$ cat src/rtl/irq_ctrl_8_v_pkg.sv
// Shared definitions for the interrupt controller and its priority-encoder path.
package irq_ctrl_8_v_pkg;

    localparam int NUM_LINES = 8;
    localparam int CODE_W    = 3;

    typedef enum logic {
        ST_IDLE   = 1'b0,
        ST_ASSERT = 1'b1
    } irq_state_e;

    function automatic logic [NUM_LINES-1:0] code_to_onehot(input logic [CODE_W-1:0] code);
        logic [NUM_LINES-1:0] vec;
        vec = '0;
        vec[code] = 1'b1;
        return vec;
    endfunction

endpackage

$ cat src/rtl/priority_enc_8_3_v.sv
// 8-to-3 priority encoder; the highest set index wins, any flags a nonzero input.
module priority_enc_8_3_v
    import irq_ctrl_8_v_pkg::*;
(
    input  logic [NUM_LINES-1:0] enc_in,
    output logic [CODE_W-1:0]    code,
    output logic                 any
);

    // Ascending scan: a later (higher) hit overwrites a lower one.
    always_comb begin
        code = '0;
        any  = 1'b0;
        for (int k = 0; k < NUM_LINES; k++) begin
            if (enc_in[k]) begin
                code = CODE_W'(k);
                any  = 1'b1;
            end
        end
    end

endmodule

$ cat src/rtl/irq_ctrl_8_v.sv
// Eight-line interrupt controller: edge/level capture, pending/overrun tracking,
// masked priority dispatch and a valid/ack handshake toward the consumer.
module irq_ctrl_8_v
    import irq_ctrl_8_v_pkg::*;
#(
    parameter bit EDGE_MODE = 1'b1
) (
    input  logic                 i_clk,
    input  logic                 i_rst,
    input  logic [NUM_LINES-1:0] i_req,
    input  logic [NUM_LINES-1:0] i_mask,
    input  logic                 i_irq_ack,
    input  logic                 i_ovr_clr,
    output logic                 o_irq_valid,
    output logic [CODE_W-1:0]    o_irq_code,
    output logic [NUM_LINES-1:0] o_pending,
    output logic [NUM_LINES-1:0] o_overrun
);

    irq_state_e           state, state_d;
    logic [CODE_W-1:0]    code_q, code_d;
    logic [NUM_LINES-1:0] req_d, pending, overrun;
    logic [NUM_LINES-1:0] set_vec, clr_vec, ovr_set, eligible;
    logic [CODE_W-1:0]    enc_code;
    logic                 enc_any;

    assign set_vec  = EDGE_MODE ? (i_req & ~req_d) : i_req;
    assign clr_vec  = (state == ST_ASSERT && i_irq_ack) ? code_to_onehot(code_q) : '0;
    // Level mode re-asserts every cycle, so overrun would be meaningless there.
    assign ovr_set  = EDGE_MODE ? (set_vec & pending & ~clr_vec) : '0;
    assign eligible = pending & i_mask;

    priority_enc_8_3_v u_enc (
        .enc_in (eligible),
        .code   (enc_code),
        .any    (enc_any)
    );

    always_comb begin
        state_d = state;
        code_d  = code_q;
        case (state)
            ST_IDLE: begin
                if (enc_any) begin
                    state_d = ST_ASSERT;
                    code_d  = enc_code;
                end
            end
            ST_ASSERT: begin
                if (i_irq_ack) state_d = ST_IDLE;
            end
            default: state_d = ST_IDLE;
        endcase
    end

    always_ff @(posedge i_clk) begin
        if (i_rst) begin
            state   <= ST_IDLE;
            code_q  <= '0;
            req_d   <= '0;
            pending <= '0;
            overrun <= '0;
        end else begin
            state   <= state_d;
            code_q  <= code_d;
            req_d   <= i_req;
            pending <= (pending & ~clr_vec) | set_vec;
            overrun <= i_ovr_clr ? '0 : (overrun | ovr_set);
        end
    end

    assign o_irq_valid = (state == ST_ASSERT);
    assign o_irq_code  = code_q;
    assign o_pending   = pending;
    assign o_overrun   = overrun;

endmodule

$ cat config.mk
export PLATFORM = sky130hd
export DESIGN_NAME = irq_ctrl_8_v
export DESIGN_NICKNAME = d
export VERILOG_FILES = /design/src/rtl/irq_ctrl_8_v_pkg.sv /design/src/rtl/priority_enc_8_3_v.sv /design/src/rtl/irq_ctrl_8_v.sv
export SDC_FILE = /design/constraint.sdc
export NUM_CORES = 1
export LEC_CHECK = 0
export CORE_MARGIN = 1.5
export CORE_UTILIZATION = 35
export CTS_BUF_LIST = sky130_fd_sc_hd__clkbuf_8
export DETAILED_ROUTE_END_ITERATION = 8
export GPL_ROUTABILITY_DRIVEN = 0
export PLACE_DENSITY = 0.65
export SKIP_CTS_REPAIR_TIMING = 1
export SYNTH_ARGS = -nofsm -noshare
export SYNTH_HDL_FRONTEND = slang
export SYNTH_SLANG_ARGS = --single-unit
$ cat constraint.sdc
create_clock -name i_clk -period 1 [get_ports i_clk]
set_input_delay 0.3 -clock i_clk [delete_from_list [all_inputs] [get_ports i_clk]]
set_output_delay 0.3 -clock i_clk [all_outputs]
set_load 0.02 [all_outputs]
==> impl_table.tex <==
\begin{tabular}{lr}
\hline
Metric & Value \\
\hline
\multicolumn{2}{l}{\textbf{Route}} \\
Routed wire per std cell & 15.01 µm \\
Mean number of vias per cell & 5.057 \\
Final wirelength & 3168 µm \\
Number of DRC markers in iteration 0 & 25 \\
Number of nets with antenna violations after routing & 0 \\
Overall via count from detail\_route & 1067 \\
Detailed Routing Iterations Pass 1 & 4 \\
Number of design rule violations left after detail routing & 0 \\
\multicolumn{2}{l}{\textbf{Cells and area}} \\
Cell area after layout & 2072 µm² \\
Fill count & 235 \\
Share of the core filled with cells in the final layout & 69.00\% \\
Final layout net count & 199 \\
Fraction of final layout cells with drive strength greater than 1 & 55.62\% \\
Syn-to-layout area delta & 89.47\% \\
Diodes inserted & 0 \\
\multicolumn{2}{l}{\textbf{Logic synthesis}} \\
Most area-consuming cells after synthesis & dfxtp\_1 (51\%), nand2b\_1 (6.9\%), o21bai\_1 (5.5\%), and2\_1 (4.6\%), nor2b\_1 (4.6\%) \\
Most used standard cell by instance count after synthesis & dfxtp\_1 \\
Unique cell type count in the Yosys netlist & 24 \\
Netlist area before placement & 1094 µm² \\
Top-area cell type share of the netlist area & 51.26\% \\
Post-synth EDFFs & 0 \\
Post-synthesis cell type with the largest combined area & dfxtp\_1 \\
Sequential area share after synthesis & 51.26\% \\
Yosys reg bits & 28 \\
Count of warnings emitted by yosys & 0 \\
Ys flop type & dfxtp\_1 \\
Count of mapped cells out of synthesis & 106 \\
Top cells by instance count after synthesis & dfxtp\_1 (28), nand2b\_1 (12) \\
Ys async rst share & 0\% \\
Mean post-synth cell area & 10.32 µm² \\
Synthesized net count & 126 \\
\multicolumn{2}{l}{\textbf{Floorplan}} \\
Top Ports & 40 \\
Height of the die & 58.90 µm \\
Die Footprint & 3469 µm² \\
Row cnt & 20 \\
Starting Density & 36.42\% \\
Core region area & 3003 µm² \\
Die W & 58.90 µm \\
\multicolumn{2}{l}{\textbf{Power and ir drop}} \\
Static Leak & 0.9017 nW \\
Maximum vdd ir drop & 0.0008089 V \\
Power per standard cell area & 1338 nW/µm² \\
\multicolumn{2}{l}{\textbf{Timing}} \\
Slew margin rel. & 82.83\% \\
Maximum achievable frequency & 0.7789 GHz \\
Final-report max-slew violation count & 0 \\
Least-Margin Pin Slew & 256.7 ps \\
Final period demand of the worst path & 1284 ps \\
Number of setup violations in the final report & 39 \\
Final setup margin & -283.9 ps \\
Setup repair after global routing missed its margin & true \\
Worst clock skew & 8.989 ps \\
Final hold vios & 0 \\
Fraction of the cycle the final worst path needs & 128.4\% \\
\multicolumn{2}{l}{\textbf{Critical path}} \\
Critical-path cell with the highest stage delay & dfxtp\_4 \\
CP bufs+invs & 2 \\
Critical Path Source Type & flip-flop \\
Kind of critical path & flip-flop to flip-flop \\
Crit-path cells & buf\_6 > a22oi\_2 > buf\_4 > nand4\_1 > nor2\_1 > a211oi\_1 \\
Data required time of the critical path & 1160 ps \\
Max FO, Critical Path & 3 \\
Slack of the worst reg-to-reg path & -280 ps \\
Biggest cell delay along the critical path & 360 ps \\
Element type at the critical path end & flip-flop \\
Arrival time of the worst setup path & 1440 ps \\
Cell family with most CP delay & flip-flops \\
\multicolumn{2}{l}{\textbf{CTS}} \\
TritonCTS clock tree & done \\
Number of sinks on the clock net & 28 \\
Number of buffers created by CTS & 3 \\
Root cell of the clock tree & clkbuf\_8 \\
Insertion delay to the later sink of the worst-skew pair & 270 ps \\
Clock Pin Slew Worst Setup and Hold Paths & 100 ps \\
Max Root-Sink Buffers & 2 \\
Depth of the CTS H-tree & 1 \\
\multicolumn{2}{l}{\textbf{Global routing}} \\
Antenna violations before repair & 0 \\
Maximum number of pins on one net before global-route repair & 16 \\
Via count of the first global-routing pass & 991 \\
GRT Residual Overflow & 0 \\
Global-route total usage across every layer & 17.01\% \\
Global-route wire length before repair & 4512 µm \\
\multicolumn{2}{l}{\textbf{Placement}} \\
Post-DP HPWL & 2130 µm \\
Count of input and output buffers & 39 \\
Total cell area at the placement stage & 1790 µm² \\
\multicolumn{2}{l}{\textbf{Status}} \\
Run status & complete, but fails checks \\
Violated checks & setup timing \\
\multicolumn{2}{l}{\textbf{Job}} \\
Max Cap Violations & 0 \\
\multicolumn{2}{l}{\textbf{Worst hold path}} \\
Classification of the worst-slack hold path & input pin to flip-flop \\
\hline
\end{tabular}
-- cells in the final DEF, fill, tap and decap left out, types with 2 or more instances in the layout --
| cell type | instances |
|---|---|
| buf_6 | 23 |
| buf_8 | 3 |
| dfxtp_2 | 9 |
| o21ai_2 | 3 |
| o21bai_1 | 8 |
| a21oi_2 | 6 |
| nor2_1 | 4 |
| nor2b_1 | 8 |
| o21ai_4 | 3 |
| o31ai_4 | 2 |
| a32o_1 | 2 |
| nand2b_1 | 9 |
| dfxtp_4 | 10 |
| a21oi_1 | 3 |
| and2_1 | 8 |
| dlymetal6s2s_1 | 7 |
| nand2b_4 | 3 |
| clkdlybuf4s50_1 | 12 |
| dfxtp_1 | 9 |
| nand2_1 | 4 |
| clkbuf_8 | 3 |
| a22oi_2 | 3 |
| buf_4 | 23 |
-- state kept, by name (all words and copies together), names as in the netlist --
register     count
o_overrun        8
o_pending        8
req_d            8
o_irq_code       3
o_irq_valid      1
-- power breakdown --
part | switching [mW] | total (mW) | internal (mW) | leakage [nW]
Clock | 0.338 | 0.613 | 0.275 | 0.0269
Sequential | 0.0553 | 1.25 | 1.19 | 0.241
Combinational | 0.409 | 0.909 | 0.499 | 0.634
Total | 0.803 | 2.77 | 1.97 | 0.902
-- cells by family (layout without fill, tap and decap cells) --
| kind of cell | after synthesis | count (layout) | share of synthesized area [%] |
|---|---|---|---|
| compound gates | 37 | 37 | 26.77 |
| buf+inv | 2 | 74 | 0.6868 |
| flops | 28 | 28 | 51.26 |
| simple gates | 39 | 39 | 21.28 |
-- metrics by stage --
| step | total power [mW] | cells | hold slack (ps) | setup WS [ps] | setup TNS [ps] |
|---|---|---|---|---|---|
| floorplan | 1.614 | 106 | 384.5 | -109.8 | -473.3 |
| global placement | 1.970 | 197 | 488.4 | -614.5 | -15820 |
| detailed placement | 1.982 | 197 | 498.4 | -636.1 | -16020 |
| CTS | 2.593 | 201 | 512.6 | -559.9 | -15190 |
| global route | 2.899 | 211 | 398.2 | -359.6 | -5298 |
| finish | 2.772 | 211 | 387.6 | -283.9 | -3928 |
-- routing by layer --
layer  part of all wire [%]  wire length, µm  track usage [%]  vias up
li1                       -                -                -      535
met1                     44             1397            23.47      504
met2                     51             1612            26.67       26
met3                    4.3              137            3.297        2
met4                   0.66               21            5.519        0
met5                      0                0                0        -
-- worst paths after layout --
kind | startpoint | endpoint | cells after the start
setup / recovery | o_pending[5]$_SDFF_PP0_ | o_irq_valid$_SDFF_PP0_ | 6
hold / removal | i_irq_ack | o_irq_valid$_SDFF_PP0_ | 2
setup reg to reg | o_pending[5]$_SDFF_PP0_ | o_irq_valid$_SDFF_PP0_ | 6
hold reg to reg | req_d[0]$_SDFF_PP0_ | o_pending[0]$_SDFF_PP0_ | 2
-- final cells by class --
| class | instances | area (µm²) | share of cell area, % |
|---|---|---|---|
| well taps | 33 | 41.29 | 1.993 |
| clock buffers | 3 | 41.29 | 1.993 |
| repair buffers | 70 | 709.4 | 34.24 |
| clock inverters | 1 | 3.754 | 0.1812 |
| multi-input cells | 76 | 666.9 | 32.19 |
| flip-flops and latches | 28 | 609.3 | 29.41 |
No activity file was read; power rests on OpenSTA's default activity.
